`config.mk`:
```
export PLATFORM = sky130hd
export DESIGN_NAME = conv_enc_scheduler
export DESIGN_NICKNAME = d
export VERILOG_FILES = /design/src/rtl/conv_enc_scheduler.sv
export SDC_FILE = /design/constraint.sdc
export NUM_CORES = 1
export LEC_CHECK = 0
export CAP_MARGIN = 20
export CORE_ASPECT_RATIO = 0.7
export CORE_MARGIN = 5
export CORE_UTILIZATION = 48
export CTS_CLUSTER_SIZE = 12
export DETAILED_ROUTE_END_ITERATION = 8
export GPL_TIMING_DRIVEN = 0
export PLACE_DENSITY = 0.88
export RECOVER_POWER = 25
export SLEW_MARGIN = 20
export SYNTH_ARGS = -nofsm -noshare
export SYNTH_HDL_FRONTEND = slang
export SYNTH_SLANG_ARGS = --single-unit
```
`constraint.sdc`:
```
create_clock -name clk -period 2 [get_ports clk]
set_clock_uncertainty 0.2 [all_clocks]
set_input_delay 0.2 -clock clk [delete_from_list [all_inputs] [get_ports clk]]
set_output_delay 0.2 -clock clk [all_outputs]
set_load 0.02 [all_outputs]
```
`src/rtl/conv_enc_scheduler.sv`:
```
// conv_enc_scheduler: runs one code block at a time through the convolutional
// encoder, then drains its three subblock FIFOs and emits the bytes as one
// interleaved stream (d0, d1, d2 per byte position) over valid/ready.
//
// state       | meaning
// ------------+------------------------------------------------------------
// S_IDLE      | ready for a request; req_ready high
// S_LOAD      | first cycle of data_valid toward the encoder
// S_WAIT_DONE | data_valid held, waiting for computation_done or timeout
// S_RD        | rdreq_subblock pulse, pops all three FIFOs
// S_CAP       | FIFO outputs valid; capture them, count the position
// S_EMIT0     | presenting subblock 0 byte
// S_EMIT1     | presenting subblock 1 byte
// S_EMIT2     | presenting subblock 2 byte; last of block when nothing left
module conv_enc_scheduler #(
  parameter int SMALL_BYTES = 132,
  parameter int LARGE_BYTES = 768,
  parameter int TIMEOUT     = 16384,
  parameter int CNT_W       = 15
) (
  input  logic       clk,
  input  logic       reset,
  input  logic       req_valid,
  output logic       req_ready,
  input  logic       req_len,
  input  logic [7:0] req_tail,
  output logic       data_valid,
  output logic [7:0] tail_byte,
  output logic       code_block_length,
  input  logic       computation_done,
  input  logic [7:0] q0,
  input  logic [7:0] q1,
  input  logic [7:0] q2,
  output logic       rdreq_subblock,
  output logic       out_valid,
  input  logic       out_ready,
  output logic [7:0] out_data,
  output logic [1:0] out_stream,
  output logic       out_last,
  output logic       busy,
  output logic       timeout_err
);

  localparam logic [CNT_W-1:0] SMALL_CNT = CNT_W'(SMALL_BYTES);
  localparam logic [CNT_W-1:0] LARGE_CNT = CNT_W'(LARGE_BYTES);
  localparam logic [CNT_W-1:0] TMO_LAST  = CNT_W'(TIMEOUT - 1);

  typedef enum logic [2:0] {
    S_IDLE, S_LOAD, S_WAIT_DONE, S_RD, S_CAP, S_EMIT0, S_EMIT1, S_EMIT2
  } state_t;

  state_t           state;
  logic [CNT_W-1:0] bytes_left;
  logic [CNT_W-1:0] tmo_cnt;
  logic [7:0]       h1;
  logic [7:0]       h2;
  logic             out_fire;

  assign out_fire = out_valid && out_ready;

  // Sequencer: all outputs are registered and updated on the transition that
  // enters the state they belong to. Subblock 0 goes straight into out_data at
  // capture; only subblocks 1 and 2 need hold registers.
  always_ff @(posedge clk) begin
    if (reset) begin
      state             <= S_IDLE;
      bytes_left        <= '0;
      tmo_cnt           <= '0;
      h1                <= '0;
      h2                <= '0;
      req_ready         <= 1'b0;
      data_valid        <= 1'b0;
      tail_byte         <= '0;
      code_block_length <= 1'b0;
      rdreq_subblock    <= 1'b0;
      out_valid         <= 1'b0;
      out_data          <= '0;
      out_stream        <= '0;
      out_last          <= 1'b0;
      busy              <= 1'b0;
      timeout_err       <= 1'b0;
    end else begin
      case (state)
        S_IDLE: begin
          req_ready <= 1'b1;
          if (req_valid && req_ready) begin
            req_ready         <= 1'b0;
            code_block_length <= req_len;
            tail_byte         <= req_tail;
            bytes_left        <= req_len ? LARGE_CNT : SMALL_CNT;
            timeout_err       <= 1'b0;
            data_valid        <= 1'b1;
            busy              <= 1'b1;
            state             <= S_LOAD;
          end
        end
        S_LOAD: begin
          tmo_cnt <= '0;
          state   <= S_WAIT_DONE;
        end
        S_WAIT_DONE: begin
          tmo_cnt <= tmo_cnt + 1'b1;
          if (computation_done) begin
            data_valid     <= 1'b0;
            rdreq_subblock <= 1'b1;
            state          <= S_RD;
          end else if (tmo_cnt == TMO_LAST) begin
            // Abort without draining; the encoder never finished.
            timeout_err <= 1'b1;
            data_valid  <= 1'b0;
            busy        <= 1'b0;
            req_ready   <= 1'b1;
            state       <= S_IDLE;
          end
        end
        S_RD: begin
          rdreq_subblock <= 1'b0;
          state          <= S_CAP;
        end
        S_CAP: begin
          h1         <= q1;
          h2         <= q2;
          out_data   <= q0;
          out_stream <= 2'd0;
          out_valid  <= 1'b1;
          if (bytes_left != '0) bytes_left <= bytes_left - 1'b1;
          state      <= S_EMIT0;
        end
        S_EMIT0: begin
          if (out_fire) begin
            out_data   <= h1;
            out_stream <= 2'd1;
            state      <= S_EMIT1;
          end
        end
        S_EMIT1: begin
          if (out_fire) begin
            out_data   <= h2;
            out_stream <= 2'd2;
            out_last   <= (bytes_left == '0);
            state      <= S_EMIT2;
          end
        end
        S_EMIT2: begin
          if (out_fire) begin
            out_valid <= 1'b0;
            out_last  <= 1'b0;
            if (bytes_left != '0) begin
              rdreq_subblock <= 1'b1;
              state          <= S_RD;
            end else begin
              busy      <= 1'b0;
              req_ready <= 1'b1;
              state     <= S_IDLE;
            end
          end
        end
        default: state <= S_IDLE;
      endcase
    end
  end

endmodule

```
Yosys cells after proc, flatten, opt, wreduce, memory -nomap -nowiden. Index checks and enable logic that the tools add are counted.

Input port bits: 38. Output and inout port bits: 26. Word-level logic and storage cells: 104. Bits in registers: 75.

$add $sub $neg: 2. Muxes and demuxes: 43. Equal/unequal tests: 19. Reduce and logical (&&, ||, !) cells: 24.

Operators by type and width (number): 15-bit case mux with 2 select lines (2); 15-bit 2-to-1 mux (2); 3-bit case mux with 8 select lines (1); 8-bit case mux with 3 select lines (1); 2-bit inequality test, second input constant (10); 3-bit 2-to-1 mux (6); 1-bit 2-to-1 mux (17); 8-bit 2-to-1 mux (2); 15-bit by 1-bit adder with 15-bit output, second input constant (1); 15-bit by 14-bit == test with 1-bit output, second input constant (1); 15-bit zero test (1); 15-bit nonzero test (1); 15-bit by 1-bit subtractor with 15-bit output, second input constant (1); 3-bit == test, second input constant (4); 3-bit AND reduction (4); 10-bit 2-to-1 mux (1); 5-bit AND reduction (2); 2-bit nonzero test (5); 1-bit case mux with 3 select lines (3); 3-bit nonzero test (3); 1-bit case mux with 2 select lines (4); 4-bit AND reduction (2); 3-bit by 2-bit == test with 1-bit output, second input constant (2); 2-bit 2-to-1 mux (3); other kinds (7) (9).

Logic depth before layout (Yosys ltp).
Depth in word-level cells: 4. Gate-level depth with buffers: 8. Gate-level depth less buffers: 7.

Least setup slack after synthesis. Ideal clock, no wire load.

Path kind: register to register. From: register bytes_left[0]. To: register bytes_left[11]. Setup time: 0.070 ns. Required time: 1.730 ns. Slack: -0.154 ns. Data arrival time: 1.884 ns. Cell stages (with the launch flop): 9. Period minus slack after synthesis: 2.154 ns. Buffers on the path: 1. Cell sequence: dfxtp_1 -> inv_1 -> ha_1 -> nor4b_1 -> nand4_1 -> a21oi_1 -> buf_2 -> or4_1 -> a21oi_1.

Longest elaborated chain between the ends: 3. Elaborated cells between the ends (all ways): 6. Those cells by class: add/sub: 1; eq/ne: 1; mux: 2; reduce/logical: 2.

RTL lines: start, declared (RTL line 53) `logic [CNT_W-1:0] bytes_left;`; start signal, assigned (RTL line 90) `bytes_left <= req_len ? LARGE_CNT : SMALL_CNT;`; start signal, assigned (RTL line 126) `if (bytes_left != '0) bytes_left <= bytes_left - 1'b1;`; 15-bit by 1-bit subtractor with 15-bit output / 15-bit nonzero test (equally long branches) (RTL line 126); 15-bit 2-to-1 mux / 2-bit inequality test (equally long branches); 15-bit case mux with 2 select lines / 3-bit AND reduction (equally long branches).

Several ways; a longest one is shown, not always the timed one. The select of a mux whose other input is x is not followed. A chain may end at the register's enable or synchronous reset.

Final worst setup path.
From: register bytes_left[1]. To: register bytes_left[11].

The elaborated chain is that of the path after synthesis.

==> flow_summary.html <==
<table>
<tr><th>Metric</th><th>Value</th></tr>
<tr><th colspan="2">Critical path</th></tr>
<tr><td>Element type at the critical path end</td><td>flip-flop</td></tr>
<tr><td>Setup Crit Path Kind</td><td>reg -&gt; reg</td></tr>
<tr><td>CP Data Required Time</td><td>approximately 2.1 ns</td></tr>
<tr><td>Worst endpoint data arrival time</td><td>2.16 ns</td></tr>
<tr><td>Critical path launch point type</td><td>flip-flop</td></tr>
<tr><td>Worst-path fanout max</td><td>4</td></tr>
<tr><th colspan="2">Power</th></tr>
<tr><td>Static leakage</td><td>1.71 nW</td></tr>
<tr><td>Maximum VDD drop</td><td>0.593 mV</td></tr>
<tr><td>Power per standard cell area</td><td>~1100 nW/um^2</td></tr>
<tr><th colspan="2">Clocking</th></tr>
<tr><td>Hold buffers post-CTS</td><td>0</td></tr>
<tr><td>CTS Buf Count</td><td>9</td></tr>
<tr><td>Clock tree root driver cell</td><td>sky130_fd_sc_hd__clkbuf_8</td></tr>
<tr><td>TritonCTS clock tree</td><td>yes</td></tr>
<tr><td>Largest buffer count on any clock path</td><td>2</td></tr>
<tr><td>CTS H-tree lvls</td><td>3</td></tr>
<tr><td>Num Clock Sinks</td><td>75</td></tr>
<tr><td>Register clock-pin slew on the reported worst setup and hold paths</td><td>about 0.090 ns</td></tr>
<tr><td>Clock network latency to the later pin of the worst-skew pair</td><td>0.37 ns</td></tr>
<tr><th colspan="2">Global route</th></tr>
<tr><td>GRT busiest layer</td><td>met2</td></tr>
<tr><td>Met1 track demand over resource in global routing</td><td>31.2%</td></tr>
<tr><td>Initial antenna violation count</td><td>0</td></tr>
<tr><td>Pin count of the biggest net entering global routing</td><td>15</td></tr>
<tr><td>Fraction of met2 tracks used by global routing</td><td>41.4%</td></tr>
<tr><td>Total routing usage reported by global routing</td><td>24.8%</td></tr>
<tr><td>GRT met3 Usage</td><td>6.26%</td></tr>
<tr><td>Vias in the first global route</td><td>3831</td></tr>
<tr><td>Aggregate global routing overflow</td><td>0</td></tr>
<tr><td>First-pass GRT wire length</td><td>around 19000 um</td></tr>
<tr><th colspan="2">Outcome</th></tr>
<tr><td>Failing checks</td><td>setup timing</td></tr>
<tr><td>Status</td><td>finished with violations</td></tr>
<tr><th colspan="2">Place</th></tr>
<tr><td>Placer congestion estimate</td><td>0.938</td></tr>
<tr><td>Sum of net half-perimeters after detailed placement</td><td>7630 um</td></tr>
<tr><td>Post-Place Cells</td><td>between 600 and 700</td></tr>
<tr><td>I/O Buffers</td><td>63</td></tr>
<tr><td>Pre-CTS worst setup slack</td><td>-0.505 ns</td></tr>
<tr><td>Total placed instance area</td><td>4390 sq um</td></tr>
<tr><th colspan="2">Floorplan</th></tr>
<tr><td>Initial core utilization</td><td>about 49%</td></tr>
<tr><td>Standard-cell rows</td><td>26</td></tr>
<tr><td>DIE HEIGHT</td><td>between 80 and 90 um</td></tr>
<tr><td>Area enclosed by the die boundary</td><td>~9400 sq um</td></tr>
<tr><td>Ports</td><td>64</td></tr>
<tr><td>Core area</td><td>7320 sq um</td></tr>
<tr><td>Width of the die</td><td>114 um</td></tr>
<tr><th colspan="2">Final layout</th></tr>
<tr><td>Layout cell share with drive strength beyond 1</td><td>18.0%</td></tr>
<tr><td>Antenna diode count</td><td>0</td></tr>
<tr><td>Final instance count without filler cells</td><td>669</td></tr>
<tr><td>Fin area</td><td>about 5000 sq um</td></tr>
<tr><td>Nets</td><td>slightly above 600</td></tr>
<tr><td>Synthesis-to-finish area growth</td><td>39.2%</td></tr>
<tr><td>Fillers</td><td>558</td></tr>
<tr><th colspan="2">Timing</th></tr>
<tr><td>Minimum setup slack in the final design</td><td>-0.0667 ns</td></tr>
<tr><td>Time the worst path needs with I/O delays and setup</td><td>slightly above 2 ns</td></tr>
<tr><td>Worst relative slew slack</td><td>57.7%</td></tr>
<tr><td>Final setup fails</td><td>4</td></tr>
<tr><td>Hold Vio Cnt, Final</td><td>0</td></tr>
<tr><td>RSZ-0062 raised after global routing</td><td>yes</td></tr>
<tr><td>Final worst-path cycle share</td><td>103%</td></tr>
<tr><td>Transition at the pin with the smallest max-transition slack</td><td>0.635 ns</td></tr>
<tr><td>Fmax</td><td>~0.48 GHz</td></tr>
<tr><td>Setup TNS Final</td><td>-0.182 ns</td></tr>
<tr><td>Worst hold margin</td><td>0.176 ns</td></tr>
<tr><td>Number of pins with negative max-slew slack in the final report</td><td>0</td></tr>
<tr><th colspan="2">Logic synthesis</th></tr>
<tr><td>Number of warnings reported in the yosys synthesis log</td><td>0</td></tr>
<tr><td>Share of the yosys chip area belonging to registers</td><td>41.5%</td></tr>
<tr><td>Portion of synthesized cell area occupied by the leading cell type</td><td>41.5%</td></tr>
<tr><td>Ranking of synthesized cells by area</td><td>sky130_fd_sc_hd__dfxtp_1 41%, sky130_fd_sc_hd__a21oi_1 9.5%, sky130_fd_sc_hd__nand2_1 8.8%</td></tr>
<tr><td>Number of distinct library cells after synthesis</td><td>56</td></tr>
<tr><td>Net count of the mapped netlist</td><td>520</td></tr>
<tr><td>Number of enable-type register cells in the synthesized netlist</td><td>0</td></tr>
<tr><td>Post-synthesis average cell area</td><td>7.54 sq um</td></tr>
<tr><td>Number of instances in the synthesized netlist</td><td>480</td></tr>
<tr><td>Async S/R FF share, synth</td><td>0%</td></tr>
<tr><td>Dominant cell type by area after synthesis</td><td>sky130_fd_sc_hd__dfxtp_1</td></tr>
<tr><td>Number of register bits inferred by synthesis</td><td>75</td></tr>
<tr><td>Netlist area before placement</td><td>between 3000 and 4000 sq um</td></tr>
<tr><td>Most used DFF post-synth</td><td>sky130_fd_sc_hd__dfxtp_1</td></tr>
<tr><th colspan="2">Routing</th></tr>
<tr><td>Routed vias</td><td>around 4000</td></tr>
<tr><td>Post-DRT Antenna Nets</td><td>0</td></tr>
<tr><td>Routed len/inst</td><td>17.5 um</td></tr>
<tr><td>Vias per inst</td><td>6.00</td></tr>
<tr><td>Number of remaining DRC errors</td><td>0</td></tr>
<tr><td>First-iteration detailed-routing DRC count</td><td>478</td></tr>
<tr><td>Initial DRT Pass Iterations</td><td>6</td></tr>
<tr><td>Final wirelength</td><td>11700 um</td></tr>
<tr><th colspan="2">Hold path</th></tr>
<tr><td>Type of the worst min-delay path</td><td>in -&gt; reg</td></tr>
<tr><th colspan="2">Flow run</th></tr>
<tr><td>Max Cap Violations</td><td>0</td></tr>
</table>
## placed cells by master, fill, tap and decap left out, types with 7 or more instances in the layout
cell type                         instances
sky130_fd_sc_hd__a211o_1                  7
sky130_fd_sc_hd__a21oi_1                 65
sky130_fd_sc_hd__a31oi_1                  9
sky130_fd_sc_hd__buf_4                   13
sky130_fd_sc_hd__clkbuf_1                12
sky130_fd_sc_hd__clkbuf_8                 9
sky130_fd_sc_hd__clkdlybuf4s50_1         63
sky130_fd_sc_hd__dfxtp_1                 66
sky130_fd_sc_hd__inv_1                   12
sky130_fd_sc_hd__nand2_1                 83
sky130_fd_sc_hd__nand3_1                 12
sky130_fd_sc_hd__nor2_1                  42
sky130_fd_sc_hd__o21ai_0                 13
sky130_fd_sc_hd__o22ai_1                  7
sky130_fd_sc_hd__or3_1                   10
## per-stage QoR
step | total power, mW | utilization [%]
2_1_floorplan | 3.03 | -
3_3_place_gp | 3.54 | 60.0
3_5_place_dp | 3.61 | 60.0
4_1_cts | 5.41 | 66.1
5_1_grt | 6.05 | 68.9
6_report | 5.78 | 68.9
## report_power, final
group	leakage (nW)	total (mW)	switching [mW]	internal [mW]
Clock	0.120	1.47	0.633	0.839
Combinational	0.981	2.44	1.40	1.04
Sequential	0.612	1.87	0.207	1.67
## kinds of logic after synthesis
logic type	share of synthesized area, %
AO/OA/AOI/OAI	24.1
XOR/XNOR	1.21
adder cells (fa/ha/maj)	0.691
buffers and inverters	5.05
flip-flops	41.5
multiplexers	0.864
AND/OR/NAND/NOR	26.7
## sequential cells by signal, summed over array words and instances, names as in the netlist, 2 cells and up
name	count
bytes_left	15
tmo_cnt	15
h1	8
h2	8
out_data	8
tail_byte	8
state	3
out_stream	2
## area by class of cell
class / instances / area [sq um] / area share, %
Multi-Input combinational cell: 357 / 2170 / 43.1
Sequential cell: 75 / 1520 / 30.2
Inverter: 16 / 65.1 / 1.29
Timing Repair Buffer: 79 / 766 / 15.2
Tap cell: 98 / 123 / 2.43
Clock inverter: 7 / 124 / 2.46
Buffer: 28 / 141 / 2.81
Clock buffer: 9 / 124 / 2.46
## worst paths after layout
kind                              startpoint                     endpoint  slack, ns  cells after the start
setup / recovery  bytes_left[1]$_SDFFE_PP0P_  bytes_left[11]$_SDFFE_PP0P_      -0.07                      9
hold / removal                   req_tail[7]    tail_byte[7]$_SDFFE_PP0P_       0.18                      3
setup reg to reg  bytes_left[1]$_SDFFE_PP0P_  bytes_left[11]$_SDFFE_PP0P_      -0.07                      9
hold reg to reg    tail_byte[6]$_SDFFE_PP0P_    tail_byte[6]$_SDFFE_PP0P_       0.26                      2
## per-layer routing
metal  part of all wire (%)  up-vias
met4                    1.5        0
li1                       -     1886
met1                     42     1856
met3                    9.6       21
met2                     47      251
met5                      0        -
## synth_stat cells (3+ instances only)
library cell               instances
sky130_fd_sc_hd__a211oi_1          5
sky130_fd_sc_hd__buf_1             3
sky130_fd_sc_hd__nand4b_1          3
sky130_fd_sc_hd__or3b_1            3
sky130_fd_sc_hd__a31oi_1          10
sky130_fd_sc_hd__nand4_1           5
sky130_fd_sc_hd__o31ai_1           4
sky130_fd_sc_hd__nand3_1          13
sky130_fd_sc_hd__nor3_1           13
sky130_fd_sc_hd__nor2_1           45
sky130_fd_sc_hd__o21ai_0          14
sky130_fd_sc_hd__or3_1            10
sky130_fd_sc_hd__nand2_1          85
sky130_fd_sc_hd__o22ai_1           7
sky130_fd_sc_hd__nor4_1            4
sky130_fd_sc_hd__clkbuf_1         27
sky130_fd_sc_hd__xor2_1            3
sky130_fd_sc_hd__o211ai_1          3
sky130_fd_sc_hd__dfxtp_1          75
sky130_fd_sc_hd__o21ai_1           8
sky130_fd_sc_hd__a211o_1           7
sky130_fd_sc_hd__inv_1            14
sky130_fd_sc_hd__a21oi_1          69
## worst max-delay path, cell delays in order (launching register included)
cell and delay (ns):
sky130_fd_sc_hd__dfxtp_4 0.38, sky130_fd_sc_hd__inv_4 0.04, sky130_fd_sc_hd__ha_4 0.16, sky130_fd_sc_hd__nor4b_4 0.13, sky130_fd_sc_hd__nand4_1 0.12, sky130_fd_sc_hd__buf_6 0.14
sky130_fd_sc_hd__a21oi_4 0.08, sky130_fd_sc_hd__buf_6 0.15, sky130_fd_sc_hd__or4_1 0.46, sky130_fd_sc_hd__a21oi_1 0.14
## what timing repair did
action | in CTS | in global routing
pin swaps | 6 | 17
resized for setup | 36 | 63
setup endpoints to repair | 50 | 60
gates cloned | 1 | 0
setup buffers | 10 | 5
No activity file was read; power rests on OpenSTA's default activity.
